File: src/rtl/bambu_slave_mem_initiator.sv
// Bus master for the Bambu accelerator slave memory port: issues single or burst
// read/write beats on one channel and returns one response per beat, with a per-beat timeout.
module bambu_slave_mem_initiator #(
    parameter int CHANNELS = 2,
    parameter int CH       = 0,
    parameter int ADDR_W   = 7,
    parameter int DATA_W   = 8,
    parameter int SIZE_W   = 4,
    parameter int LEN_W    = 8,
    parameter int TIMEOUT  = 64
) (
    input  logic                         clock,
    input  logic                         reset,
    input  logic                         cmd_valid,
    output logic                         cmd_ready,
    input  logic                         cmd_write,
    input  logic [ADDR_W-1:0]            cmd_addr,
    input  logic [DATA_W-1:0]            cmd_wdata,
    input  logic [LEN_W-1:0]             cmd_len,
    output logic                         rsp_valid,
    input  logic                         rsp_ready,
    output logic [DATA_W-1:0]            rsp_rdata,
    output logic                         rsp_err,
    output logic                         rsp_last,
    output logic [CHANNELS-1:0]          S_oe_ram,
    output logic [CHANNELS-1:0]          S_we_ram,
    output logic [CHANNELS*ADDR_W-1:0]   S_addr_ram,
    output logic [CHANNELS*DATA_W-1:0]   S_Wdata_ram,
    output logic [CHANNELS*SIZE_W-1:0]   S_data_ram_size,
    input  logic [CHANNELS*DATA_W-1:0]   Sout_Rdata_ram,
    input  logic [CHANNELS-1:0]          Sout_DataRdy
);

    localparam int CNT_W = $clog2(TIMEOUT);

    typedef enum logic [1:0] {
        IDLE,
        REQ,
        RESP
    } state_t;

    state_t              state, state_n;
    logic                armed;
    logic                wr_q, wr_n;
    logic [ADDR_W-1:0]   addr_q, addr_n;
    logic [DATA_W-1:0]   wdata_q, wdata_n;
    logic [LEN_W-1:0]    remaining, remaining_n;
    logic [CNT_W-1:0]    cnt, cnt_n;
    logic [DATA_W-1:0]   rdata_q, rdata_n;
    logic                err_q, err_n;

    // Only channel CH is observed; the rest of the bus is folded here so every bit has a reader.
    logic unused_inputs;
    assign unused_inputs = ^{Sout_Rdata_ram, Sout_DataRdy};

    // armed holds cmd_ready low for the first cycle after reset so the whole port reads 0.
    always_ff @(posedge clock) begin
        if (reset) begin
            state     <= IDLE;
            armed     <= 1'b0;
            wr_q      <= 1'b0;
            addr_q    <= '0;
            wdata_q   <= '0;
            remaining <= '0;
            cnt       <= '0;
            rdata_q   <= '0;
            err_q     <= 1'b0;
        end else begin
            state     <= state_n;
            armed     <= 1'b1;
            wr_q      <= wr_n;
            addr_q    <= addr_n;
            wdata_q   <= wdata_n;
            remaining <= remaining_n;
            cnt       <= cnt_n;
            rdata_q   <= rdata_n;
            err_q     <= err_n;
        end
    end

    always_comb begin
        state_n         = state;
        wr_n            = wr_q;
        addr_n          = addr_q;
        wdata_n         = wdata_q;
        remaining_n     = remaining;
        cnt_n           = cnt;
        rdata_n         = rdata_q;
        err_n           = err_q;
        cmd_ready       = 1'b0;
        rsp_valid       = 1'b0;
        rsp_rdata       = '0;
        rsp_err         = 1'b0;
        rsp_last        = 1'b0;
        S_oe_ram        = '0;
        S_we_ram        = '0;
        S_addr_ram      = '0;
        S_Wdata_ram     = '0;
        S_data_ram_size = '0;

        case (state)
            IDLE: begin
                cmd_ready = armed;
                if (cmd_valid && armed) begin
                    wr_n        = cmd_write;
                    addr_n      = cmd_addr;
                    wdata_n     = cmd_wdata;
                    remaining_n = cmd_len;
                    cnt_n       = '0;
                    state_n     = REQ;
                end
            end

            REQ: begin
                S_oe_ram[CH]                          = ~wr_q;
                S_we_ram[CH]                          = wr_q;
                S_addr_ram[CH*ADDR_W +: ADDR_W]       = addr_q;
                S_data_ram_size[CH*SIZE_W +: SIZE_W]  = SIZE_W'(DATA_W);
                if (wr_q) begin
                    S_Wdata_ram[CH*DATA_W +: DATA_W] = wdata_q;
                end
                // A completion on the last allowed cycle still wins over the timeout.
                if (Sout_DataRdy[CH]) begin
                    rdata_n = wr_q ? '0 : Sout_Rdata_ram[CH*DATA_W +: DATA_W];
                    err_n   = 1'b0;
                    state_n = RESP;
                end else if (cnt == CNT_W'(TIMEOUT - 1)) begin
                    rdata_n     = '0;
                    err_n       = 1'b1;
                    remaining_n = '0;
                    state_n     = RESP;
                end else begin
                    cnt_n = cnt + CNT_W'(1);
                end
            end

            RESP: begin
                rsp_valid = 1'b1;
                rsp_rdata = rdata_q;
                rsp_err   = err_q;
                rsp_last  = (remaining == '0);
                if (rsp_ready) begin
                    if (remaining == '0) begin
                        state_n = IDLE;
                    end else begin
                        addr_n      = addr_q + ADDR_W'(DATA_W / 8);
                        remaining_n = remaining - LEN_W'(1);
                        cnt_n       = '0;
                        state_n     = REQ;
                    end
                end
            end

            default: state_n = IDLE;
        endcase
    end

endmodule
File: config.mk
export PLATFORM = sky130hd
export DESIGN_NAME = bambu_slave_mem_initiator
export DESIGN_NICKNAME = d
export VERILOG_FILES = /design/src/rtl/bambu_slave_mem_initiator.sv
export SDC_FILE = /design/constraint.sdc
export NUM_CORES = 1
export LEC_CHECK = 0
export ABC_AREA = 1
export CORE_MARGIN = 2
export CORE_UTILIZATION = 45
export DETAILED_ROUTE_END_ITERATION = 10
export DONT_BUFFER_PORTS = 1
export PLACE_DENSITY = 0.62
export SLEW_MARGIN = 20
export SYNTH_ARGS = -nofsm -noshare
export SYNTH_HDL_FRONTEND = slang
export SYNTH_SLANG_ARGS = --single-unit
File: constraint.sdc
create_clock -name clock -period 3.8 [get_ports clock]
set_input_delay 0.19 -clock clock [delete_from_list [all_inputs] [get_ports clock]]
set_output_delay 0.19 -clock clock [all_outputs]
set_load 0.005 [all_outputs]
After elaboration in Yosys (flattened, before gate mapping). Cells that the tools add are included.

Add/sub/neg operators: 3. Equality and inequality tests: 10. Reductions and logical operators: 12. Muxes and demuxes: 38. Bitwise logic cells: 1.

Operator list (count): 8-bit two-way mux (10); 6-bit two-way mux (5); 7-bit two-way mux (4); 8-bit case mux with 3 select lines (1); 6-bit case mux with 3 select lines (1); 7-bit case mux with 2 select lines (1); 2-bit inequality test, second input constant (6); 6-bit AND reduction (2); 1-bit two-way mux (10); 8-bit logical NOT (1); 2-bit two-way mux (4); 8-bit by 1-bit subtractor with 8-bit output, second input constant (1); 7-bit by 1-bit adder with 7-bit output, second input constant (1); 6-bit by 1-bit adder with 6-bit output, second input constant (1); 6-bit equality test, second input constant (1); 2-bit case mux with 3 select lines (1); 4-bit two-way mux (1); 2-bit AND reduction (2); 4-bit AND reduction (1); 2-bit nonzero test (2); 3-bit inequality test, second input constant (1); 3-bit AND reduction (1); 3-bit nonzero test (1); 2-bit by 1-bit equality test with 1-bit output, second input constant (1); other kinds (4) (4).

Register bits: 42. Output and inout bits: 54. Bits of input ports: 46.

Logic depth before layout (Yosys ltp). Gate-level depths: netlist of run 1.

Word-level depth: 4. Mapped depth: 11. Depth with buffers taken out: 11.

Worst setup path after synthesis of run 1. No wires, ideal clock.

Path kind: register to register. Start: reg state[0]. End: reg remaining[4]. Required time: 3687 ps. Library setup time: 113 ps. Setup slack: 2191 ps. Clock period less this slack: 1609 ps. Arrival time: 1496 ps. Stages on the path, launching flop included: 11. Path buffers: 2. Cell sequence: dfxtp_1 -> inv_1 -> ha_1 -> buf_2 -> nand2_1 -> nand3_2 -> nor2_2 -> nand3_2 -> buf_6 -> nor2_1 -> nor2_1.

Longest elaborated chain between the ends: 3. Elaborated cells between the ends (all ways): 11. Those cells by class: eq/ne: 7; mux: 1; reduce/logical: 3.

RTL lines: start, declared (line 42) `state_t state, state_n;`; start signal, assigned (line 69) `state <= state_n;`; 2-bit by 1-bit equality test with 1-bit output, or another cell as far along (line 101) `case (state)`; 2-bit inequality test (no source line) / 3-bit nonzero test (equally long branches); 6-bit AND reduction (no source line); end signal, assigned (line 74) `remaining <= remaining_n;`; end, declared (line 47) `logic [LEN_W-1:0] remaining, remaining_n;`.

Several ways; a longest one is shown, not always the timed one. A chain may end at the register's enable or synchronous reset.

Worst setup path after layout of run 1.
Start: reg state[1]. End: reg remaining[3].

Same word-level chain as after synthesis.

==> out/metrics.csv, run 1 <==
stage,metric,value,unit
outcome,status,completed,
floorplanning,# rows,27,
synth,number of cells produced by synthesis,408,
run,Max Cap Violations,0,
hold_path,WHS Path Cells,2,
hold_path,Hold Startpoint,Sout_Rdata_ram[2],
critical_path,path depth of the worst reg2reg path,10,
final_layout,Filler Cells Inserted,614,
grt,largest net degree at the start of global routing,23,
placed_design,estimated wirelength of the detail-placed design,3897,um
final_layout,ratio of cells with drive above 1 in the final layout,3.704,%
sta,Setup TNS,0,ns
critical_path,worst r2r src,state[1]$_SDFFE_PP0P_,
critical_path,"setup slack, reg-to-reg",1.64,ns
critical_path,critical setup path kind,reg2reg,
routing,final WL,5416,um
placed_design,setup slack at placement,1.296,ns
routing,Post-DRT Antenna Nets,0,
sta,Fin Hold WS,0.05216,ns
final_layout,FF/Latch Area,840.8,sq um
clocking,clock tree from TritonCTS,done,
sta,RSZ-0062 raised after global routing,no,
sta,Finish-stage setup viols,0,
synth,Synth Flop Type,dfxtp_1,
routing,Vias,2247,
power,Switching Share,48.34,%
routing,Initial DRC Count,111,
critical_path,Worst EP arrival,2.40,ns
clocking,worst-skew pair later-pin latency,0.30,ns
sta,Setup Skew,0.003852,ns
critical_path,Crit path required time,4.04,ns
final_layout,Finished Layout Cells,477,
synth,"EDFF count, synth",0,
critical_path,crit end category,register,
synth,Yosys reg bits,42,
routing,wire per inst,11.35,um
power,Combinational Power Share,52.1,%
power,Static Leak,1.337,nW
sta,Worst-Margin Slew,0.7674,ns
floorplanning,initial core utilization,46.51,%
power,clock network power share,14.9,%
synth,Synth Warn #,0,
floorplanning,# IOs,100,
clocking,clk root buf,clkbuf_8,
floorplanning,Die Y,79.44,um
routing,Via density,4.711,
power,"IR drop worst, VDD",0.3270,mV
routing,# DRC,0,
sta,"Hold Violations, Final",0,
clocking,cts repair resizes,0,
sta,slew margin rel.,48.67,%
placed_design,RD Place Congestion,0.8362,
synth,post-synth cell types,27,
hold_path,Hold Crit Endpoint,rdata_q[2]$_SDFFE_PP0P_,
placed_design,Port Buf Inserts,0,
critical_path,crit-path max FO,17,
grt,vias in the first global route,2063,
grt,total gr overflow,0,
routing,First-pass DRT Iterations,4,
power,part of the power in registers,33.0,%
clocking,clock sink count,42,
power,internal power,0.001039,W
critical_path,R2R Path End,remaining[3]$_SDFFE_PP0P_,
clocking,clk buf depth,2,
synth,mapped cell area,2561,sq um
sta,setup slack after layout,1.643,ns
floorplanning,die area,6311,sq um
sta,highest clock rate,463.5,MHz
floorplanning,die width,79.44,um
grt,Tot GR Track Use,18.07,%
clocking,clk slew on worst S/H paths,0.08,ns
final_layout,Area Growth Syn to Fin,1.759,%
hold_path,HP Class,in2reg,
power,switching power,0.0009727,W
grt,global-route wire length before repair,9149,um
sta,Tcrit/Tclk final,56.77,%
sta,Final min period,2.157,ns
synth,fraction of registers with async set/reset,0,%
final_layout,Inserted Diodes,0,
floorplanning,CORE AREA,5507,sq um
critical_path,crit start category,register,
power,pwr/cell area,772.0,nW/um^2
clocking,H-tree depth,2,
synth,sequential area share after synthesis,32.83,%
final_layout,area taken by multi-input logic gates,1345,sq um
placed_design,Post-Place Cells,468,
sta,fin. max-slew vios,0,
clocking,CTS Buf Count,5,
grt,initial antenna violation count,0,
synth,Syn Area/Cell,6.277,sq um
final_layout,Nets,457,
[logic make-up (layout without fill, tap and decap cells)]
kind of cell               count (synthesis)  after routing  synth area share, %
adders and majority gates                  7              7                3.419
and+or+nand+nor                          197            197                31.46
xor gates and xnor gates                   4              4                1.368
AOI/OAI and AO/OA                         62             62                12.75
DFF                                       42             42                32.83
buffers and inverters                     95             69                18.03
other                                      1             24               0.1464
[cells in the mapped netlist (2+ instances only)]
master / count / area, sq um
dfxtp_1: 42 / 840.8
o21ai_0: 24 / 120.1
nor2_1: 49 / 183.9
xor2_1: 3 / 26.28
nand2_1: 114 / 427.9
buf_2: 3 / 15.01
inv_2: 2 / 7.510
inv_1: 56 / 210.2
nand3_1: 26 / 130.1
nand3_2: 2 / 20.02
o21bai_1: 3 / 22.52
nor2_2: 2 / 12.51
nand4_1: 3 / 18.77
a21oi_1: 31 / 155.2
buf_4: 25 / 187.7
clkbuf_1: 6 / 22.52
ha_1: 7 / 87.58
[power groups by stage]
stage,Clock [W],Sequential [W],Combinational [W]
detailed placement,0,0.000673,0.00104
CTS,0.000314,0.000663,0.00105
global route,0.000332,0.000685,0.00124
finish,0.000300,0.000664,0.00105
global placement,0,0.000670,0.00103
floorplan,0,0.000649,0.000901
[metal layers]
metal	global-route usage [%]	share of wire, %	vias to the layer above
met3	3.733	4.1	8
met2	31.18	48	54
met1	22.46	46	979
li1	-	-	1206
met4	5.690	1.4	0
met5	0	0	-
[critical path: stages, from the launching register on]
cell     delay (ns)
dfxtp_1        0.33
inv_1          0.10
ha_1           0.58
inv_2          0.19
nand2_1        0.13
nand3_2        0.07
nor2_2         0.11
nand3_2        0.27
nand2_1        0.15
nand2_1        0.05
nor2_1         0.11
[flip-flops by register name, summed over array words and instances, names as in the netlist]
register,count
addr_q,7
remaining,8
wdata_q,8
armed,1
state,2
cnt,6
err_q,1
rdata_q,8
wr_q,1
[cell usage in the layout (no fill, tap or decap), drive strengths merged]
cell         count
nand4            4
clkbuf           7
dlygate4sd3      1
o31ai            1
dfxtp           42
buf              1
o21ai           24
nor2            51
clkinv           2
conb            24
nand2          114
a211oi           1
xor2             3
nand3           28
inv             58
a21o             1
ha               7
a31oi            1
xnor2            1
o21bai           3
a21oi           31
[worst max path at each step]
stage	slack [ns]	startpoint	to
floorplan	2.19	state[0]$_SDFFE_PP0P_	remaining[4]$_SDFFE_PP0P_
global placement	1.31	cnt[0]$_SDFFE_PP0P_	cnt[1]$_SDFFE_PP0P_
detailed placement	1.30	cnt[0]$_SDFFE_PP0P_	cnt[3]$_SDFFE_PP0P_
CTS	1.24	cnt[0]$_SDFFE_PP0P_	cnt[3]$_SDFFE_PP0P_
global route	1.34	state[1]$_SDFFE_PP0P_	remaining[7]$_SDFFE_PP0P_
finish	1.64	state[1]$_SDFFE_PP0P_	remaining[3]$_SDFFE_PP0P_
[layout make-up]
type | count | area share (%)
multi-input cells | 294 | 51.61
well taps | 72 | 3.457
clock buffers | 7 | 3.313
repair buffers | 2 | 0.6721
clock inverters | 1 | 0.1920
flip-flops and latches | 42 | 32.26
inverters | 59 | 8.497
[metrics by stage]
stage               utilization [%]  instance area, sq um  total power, W
finish                        47.33                  2606        0.002012
global route                  47.33                  2606        0.002262
CTS                           47.33                  2606        0.002031
detailed placement            45.49                  2505        0.001718
global placement              45.49                  2505        0.001702
floorplan                         -                  2648        0.001549
[repair_timing]
action	in CTS	in global routing
hold buffers	1	0
hold endpoints to repair	20	0
setup buffers	0	0
No activity file was read; power rests on OpenSTA's default activity.
==> inputs of run 2 (changes only) <==
==> constraint.sdc (replaced) <==
create_clock -name clock -period 2.1 [get_ports clock]
set_input_delay 0.105 -clock clock [delete_from_list [all_inputs] [get_ports clock]]
set_output_delay 0.105 -clock clock [all_outputs]
set_load 0.005 [all_outputs]
==> out/metrics.csv, run 2 (synthesis gave the netlist of run 1 again) <==
stage,metric,value,unit,change
clocking,worst-skew pair later-pin latency,0.29,ns,about the same
grt,global-route wire length before repair,9239,um,+0.98%
sta,Finish-stage setup viols,0,,unchanged
critical_path,crit end category,register,,
final_layout,most frequent cells in the layout,"nand2_1 (114), inv_1 (56), nor2_1 (49), dfxtp_1 (42), a21oi_1 (31)",,
grt,GR peak layer,met2,,
power,internal power,0.001953,W,+88%
sta,Final min period,1.842,ns,-0.3150 ns
clocking,CTS Buf Count,5,,unchanged
critical_path,critical setup path kind,reg2reg,,
grt,vias in the first global route,2097,,+1.6%
grt,initial antenna violation count,0,,unchanged
critical_path,Worst EP arrival,2.06,ns,-0.34 ns
floorplanning,initial core utilization,46.51,%,unchanged
sta,RSZ-0062 raised after global routing,no,,
floorplanning,die area,6311,sq um,unchanged
power,switching power,0.001780,W,+83%
power,pwr/cell area,1343,nW/um^2,+74%
grt,total gr overflow,0,,unchanged
placed_design,Post-Place Cells,473,,+1.1%
placed_design,setup slack at placement,0.3115,ns,-0.9849 ns
placed_design,RD Place Congestion,0.8320,,-0.50%
critical_path,path depth of the worst reg2reg path,7,,-3
floorplanning,Die Y,79.44,um,unchanged
clocking,clk buf depth,2,,unchanged
power,Combinational Power Share,53.3,%,+1.2 points
final_layout,Inserted Diodes,0,,unchanged
final_layout,"commonest non-fill, non-tap cell in the layout",nand2_1,,
clocking,clk slew on worst S/H paths,0.08,ns,about the same
routing,Vias,2344,,+4.3%
sta,Worst-Margin Slew,0.8121,ns,+0.04473 ns
routing,wire per inst,11.18,um,-1.6%
power,"IR drop worst, VDD",0.6608,mV,+100%
grt,Tot GR Track Use,18.25,%,+0.18 points
sta,setup slack after layout,0.2577,ns,-1.385 ns
hold_path,Hold Startpoint,cmd_wdata[3],,
grt,met2 Track Usage GR,30.67,%,-0.50 points
routing,First-pass DRT Iterations,4,,unchanged
final_layout,Layout Utilization,50.47,%,+3.1 points
critical_path,Crit path required time,2.32,ns,-1.72 ns
sta,Setup Skew,0.002999,ns,-0.0008528 ns
critical_path,crit-path max FO,9,,-8
clocking,clock tree from TritonCTS,done,,
clocking,clk root buf,clkbuf_8,,
clocking,H-tree depth,2,,unchanged
outcome,status,completed,,
critical_path,"setup slack, reg-to-reg",0.26,ns,-1.38 ns
run,Max Cap Violations,0,,unchanged
floorplanning,# rows,27,,unchanged
final_layout,Nets,475,,+3.9%
sta,fin. max-slew vios,0,,unchanged
sta,"Hold Violations, Final",0,,unchanged
grt,largest net degree at the start of global routing,23,,unchanged
routing,# DRC,0,,unchanged
critical_path,worst r2r src,state[1]$_SDFFE_PP0P_,,
clocking,Post-CTS Setup Bufs,0,,unchanged
routing,Initial DRC Count,140,,+26%
final_layout,largest registers,"rdata_q: 8 flops, remaining: 8 flops, wdata_q: 8 flops",,
power,clock network power share,14.4,%,-0.5 points
routing,Via density,4.735,,+0.52%
routing,final WL,5533,um,+2.2%
placed_design,estimated wirelength of the detail-placed design,3978,um,+2.1%
final_layout,ratio of cells with drive above 1 in the final layout,4.728,%,+1.0 points
floorplanning,CORE AREA,5507,sq um,unchanged
sta,highest clock rate,542.8,MHz,+17%
floorplanning,# IOs,100,,unchanged
grt,met3 Track Usage GR,4.186,%,+0.45 points
sta,Setup TNS,0,ns,unchanged
placed_design,Port Buf Inserts,0,,unchanged
final_layout,Area Growth Syn to Fin,8.500,%,
critical_path,CP Launch Point,state[1]$_SDFFE_PP0P_,,
final_layout,Finished Layout Cells,495,,+3.8%
power,Static Leak,1.410,nW,+5.4%
grt,met1 Track Usage GR,22.57,%,+0.12 points
power,Switching Share,47.69,%,-0.65 points
power,part of the power in registers,32.3,%,-0.7 points
clocking,clock sink count,42,,unchanged
hold_path,HP Class,in2reg,,
critical_path,crit start category,register,,
hold_path,WHS Path Cells,2,,unchanged
hold_path,Hold Crit Endpoint,wdata_q[3]$_SDFFE_PP0P_,,
floorplanning,die width,79.44,um,unchanged
routing,Post-DRT Antenna Nets,0,,unchanged
sta,Tcrit/Tclk final,87.73,%,+31 points
critical_path,R2R Path End,rdata_q[2]$_SDFFE_PP0P_,,
sta,slew margin rel.,45.68,%,-3.0 points
[run 2: cell count changes in the layout (fill, tap and decap cells not counted), sizes merged]
cell	previous run	this run
buf	1	6
dlygate4sd3	1	14
[run 2: power groups by stage]
stage          clock network [W]  registers, W  logic (W)
2_1_floorplan                  0       0.00117    0.00163
3_3_place_gp                   0       0.00121    0.00191
3_5_place_dp                   0       0.00122    0.00196
4_1_cts                 0.000555       0.00120    0.00200
5_1_grt                 0.000590       0.00124    0.00234
6_report                0.000536       0.00121    0.00199
[run 2: through the flow]
stage          total power, W  hold WS [ns]  area (sq um)
2_1_floorplan        0.002804        0.2694          2648
3_3_place_gp         0.003126        0.1789          2542
3_5_place_dp         0.003180        0.1793          2542
4_1_cts              0.003760      0.004030          2774
5_1_grt              0.004169       0.03462          2779
6_report             0.003733       0.01127          2779
[run 2: layer usage]
layer  share of wire (%)  wire, um
met1                  46      2537
met2                  47      2621
met3                 5.2       290
met4                 1.5        83
met5                   0         0
[run 2: what timing repair did]
action,4_1_cts,5_1_grt
gates resized for setup,0,1
endpoints found under the setup margin,0,2
hold buffers,14,0
endpoints found under the hold margin,20,0
[run 2: how the worst max path moves through the flow]
stage,to,slack [ns],depth (start not counted)
floorplan,remaining[4]$_SDFFE_PP0P_,0.49,10
global placement,remaining[2]$_SDFFE_PP0P_,0.36,10
detailed placement,remaining[5]$_SDFFE_PP0P_,0.31,10
CTS,rdata_q[2]$_SDFFE_PP0P_,0.14,7
global route,remaining[7]$_SDFFE_PP0P_,0.08,10
finish,rdata_q[2]$_SDFFE_PP0P_,0.26,7
[run 2: critical path, cell delays in order (launching register included)]
cell and delay [ns]:
dfxtp_1 0.33, inv_1 0.10, ha_1 0.22, inv_2 0.10, nor2_4 0.22, nand3_1 0.10
dlygate4sd3_1 0.57, a21oi_1 0.13
[run 2: final cells by class]
cell class	instances	area, sq um
clock buffer	7	86.33
clock inverter	1	5.005
fill	607	2728
inverter	59	221.5
multi-input combinational	294	1350
sequential	42	840.8
tap	72	90.09
timing repair buffer	20	185.2
==> inputs of run 3 (changes only) <==
--- a/config.mk
+++ b/config.mk
@@ -6,11 +6,14 @@
 export NUM_CORES = 1
 export LEC_CHECK = 0
 export ABC_AREA = 1
+export CELL_PAD_IN_SITES_DETAIL_PLACEMENT = 1
+export CELL_PAD_IN_SITES_GLOBAL_PLACEMENT = 2
 export CORE_MARGIN = 2
-export CORE_UTILIZATION = 45
+export CORE_UTILIZATION = 31
 export DETAILED_ROUTE_END_ITERATION = 10
 export DONT_BUFFER_PORTS = 1
-export PLACE_DENSITY = 0.62
+export PLACE_DENSITY = 0.8
+export SKIP_CTS_REPAIR_TIMING = 1
 export SLEW_MARGIN = 20
 export SYNTH_ARGS = -nofsm -noshare
 export SYNTH_HDL_FRONTEND = slang
==> out/metrics.csv, run 3 (synthesis gave the netlist of run 1 again) <==
stage,metric,value,unit,change
sta,Worst-Margin Slew,0.6822,ns,-0.1299 ns
placed_design,DP Area,2569,sq um,+1.0%
sta,RSZ-0062 raised after global routing,no,,
hold_path,Hold Crit Endpoint,cnt[3]$_SDFFE_PP0P_,,
sta,Final min period,1.856,ns,+0.01381 ns
floorplanning,# IOs,100,,unchanged
placed_design,RD Place Congestion,0.8131,,-2.3%
critical_path,"setup slack, reg-to-reg",0.24,ns,about the same
sta,Fin Hold WS,-0.1282,ns,-0.1395 ns
critical_path,crit start category,register,,
routing,Post-DRT Antenna Nets,0,,unchanged
sta,highest clock rate,538.8,MHz,-0.74%
final_layout,cell area after layout,2699,sq um,-2.9%
critical_path,crit-path cells,ha_1 > nand3_1 > nor2_1 > nand2_1 > a211oi_1 > dlygate4sd3_1,,
floorplanning,die width,94.90,um,+19%
sta,"Hold Violations, Final",19,,+19
final_layout,"commonest non-fill, non-tap cell in the layout",nand2_1,,
critical_path,R2R Path End,err_q$_SDFFE_PP0P_,,
critical_path,path depth of the worst reg2reg path,6,,-1
placed_design,Port Buf Inserts,0,,unchanged
critical_path,Worst EP arrival,2.09,ns,+0.03 ns
sta,Finish-stage setup viols,0,,unchanged
final_layout,Nets,460,,-3.2%
final_layout,Area Growth Syn to Fin,5.374,%,
sta,fin. max-slew vios,0,,unchanged
power,Static Leak,1.365,nW,-3.2%
placed_design,estimated wirelength of the detail-placed design,4776,um,+20%
final_layout,FF/Latch Area,840.8,sq um,unchanged
clocking,worst-skew pair later-pin latency,0.29,ns,about the same
routing,Vias,2327,,-0.73%
critical_path,crit-path max FO,4,,-5
routing,wire per inst,12.28,um,+9.9%
final_layout,Filler Cells Inserted,1096,,+81%
final_layout,most frequent cells in the layout,"nand2_1 (114), inv_1 (56), nor2_1 (49), dfxtp_1 (42), a21oi_1 (31)",,
routing,Initial DRC Count,54,,-61%
clocking,clock sink count,42,,unchanged
routing,Via density,4.545,,-4.0%
hold_path,HP Class,in2reg,,
sta,slew margin rel.,54.47,%,+8.8 points
grt,vias in the first global route,2146,,+2.3%
clocking,H-tree depth,2,,unchanged
power,pwr/cell area,1426,nW/um^2,+6.1%
final_layout,Inserted Diodes,0,,unchanged
clocking,clk root buf,clkbuf_8,,
floorplanning,die area,9005,sq um,+43%
routing,final WL,6288,um,+14%
hold_path,WHS Path Cells,1,,-1
critical_path,critical setup path kind,reg2reg,,
final_layout,Finished Layout Cells,512,,+3.4%
routing,# DRC,0,,unchanged
grt,largest net degree at the start of global routing,23,,unchanged
final_layout,area taken by multi-input logic gates,1353,sq um,+0.19%
outcome,failing checks,negative hold slack,,
critical_path,Max stage delay on crit path,0.57,ns,about the same
clocking,CTS Buf Count,5,,unchanged
grt,global-route wire length before repair,10280,um,+11%
routing,First-pass DRT Iterations,4,,unchanged
hold_path,Hold Startpoint,reset,,
grt,Tot GR Track Use,14.43,%,-3.8 points
clocking,clk buf depth,2,,unchanged
run,Max Cap Violations,0,,unchanged
outcome,status,finished with violations,,
critical_path,Worst Path Buf+Inv,1,,-2
final_layout,largest registers,"rdata_q: 8 flops, remaining: 8 flops, wdata_q: 8 flops",,
placed_design,Post-Place Cells,504,,+6.6%
clocking,clk slew on worst S/H paths,0.08,ns,about the same
critical_path,Top delay family on crit path,buffers and inverters,,
floorplanning,initial core utilization,31.65,%,-15 points
floorplanning,Die Y,94.90,um,+19%
floorplanning,CORE AREA,8093,sq um,+47%
floorplanning,# rows,33,,+22%
grt,initial antenna violation count,0,,unchanged
clocking,clock tree from TritonCTS,done,,
sta,Setup TNS,0,ns,unchanged
final_layout,ratio of cells with drive above 1 in the final layout,4.423,%,-0.31 points
critical_path,worst r2r src,cnt[0]$_SDFFE_PP0P_,,
grt,total gr overflow,0,,unchanged
sta,Setup Skew,0.003826,ns,+0.0008266 ns
critical_path,crit end category,register,,
critical_path,Critical Path Slowest Stage Cell,dlygate4sd3_1,,
sta,Tcrit/Tclk final,88.39,%,+0.66 points
power,"IR drop worst, VDD",0.5641,mV,-15%
critical_path,Crit path required time,2.34,ns,+0.02 ns
[run 3: cell count changes in the layout (fill, tap and decap cells not counted)]
cell / previous run / this run
nand3_4: 0 / 1
clkbuf_1: 1 / 0
nand3_2: 2 / 1
buf_4: 6 / 4
clkinv_2: 1 / 0
nor2_4: 1 / 0
bufinv_16: 0 / 1
nor2_2: 1 / 2
dlygate4sd3_1: 14 / 1
[run 3: per-stage QoR]
| stage | setup slack [ns] | total power [W] | util, % |
|---|---|---|---|
| after CTS | 0.2099 | 0.003906 | 33.13 |
| after floorplan | 0.4912 | 0.002804 | - |
| after detailed placement | 0.2304 | 0.003228 | 31.74 |
| after global placement | 0.2592 | 0.003161 | 31.74 |
| after global routing | 0.01730 | 0.004324 | 33.35 |
| final | 0.2439 | 0.003848 | 33.35 |
[run 3: report_power, final]
group	total [W]	leakage [nW]	switching [W]	internal, W
clock	0.000660	0.0573	0.000280	0.000381
combinational	0.00199	0.964	0.00136	0.000625
sequential	0.00120	0.344	0.000176	0.00103
total	0.00385	1.36	0.00182	0.00203
[run 3: area by class of cell]
cell class / instances / share of cell area [%]
Sequential cell: 42 / 31.15
Multi-Input combinational cell: 294 / 50.12
Timing Repair Buffer: 5 / 1.484
Clock inverter: 1 / 1.113
Inverter: 59 / 8.206
Clock buffer: 6 / 3.060
Tap cell: 105 / 4.868
[run 3: worst max-delay path by stage]
stage | from | end | slack (ns) | depth (start not counted)
2_1_floorplan | state[0]$_SDFFE_PP0P_ | remaining[4]$_SDFFE_PP0P_ | 0.49 | 10
3_3_place_gp | state[0]$_SDFFE_PP0P_ | addr_q[3]$_SDFFE_PP0P_ | 0.26 | 7
3_5_place_dp | state[0]$_SDFFE_PP0P_ | addr_q[3]$_SDFFE_PP0P_ | 0.23 | 7
6_report | cnt[0]$_SDFFE_PP0P_ | err_q$_SDFFE_PP0P_ | 0.24 | 6
5_1_grt | state[0]$_SDFFE_PP0P_ | addr_q[3]$_SDFFE_PP0P_ | 0.02 | 7
4_1_cts | state[0]$_SDFFE_PP0P_ | remaining[6]$_SDFFE_PP0P_ | 0.21 | 10
[run 3: metal layers]
metal  vias up  part of all wire, %  wire (um)  global-route usage, %
met5         -                    0          0                      0
met4         0                  1.2         77                  4.348
met3         6                  3.9        245                  3.113
met2        44                   47       2926                  23.64
met1      1062                   48       3038                  18.98
li1       1215                    -          -                      -
[run 3: worst register-to-register path, stage by stage (launching register included)]
cell and delay, ns:
dfxtp_1 0.38, ha_1 0.21, nand3_1 0.14, nor2_1 0.22, nand2_1 0.10, a211oi_1 0.19, dlygate4sd3_1 0.57
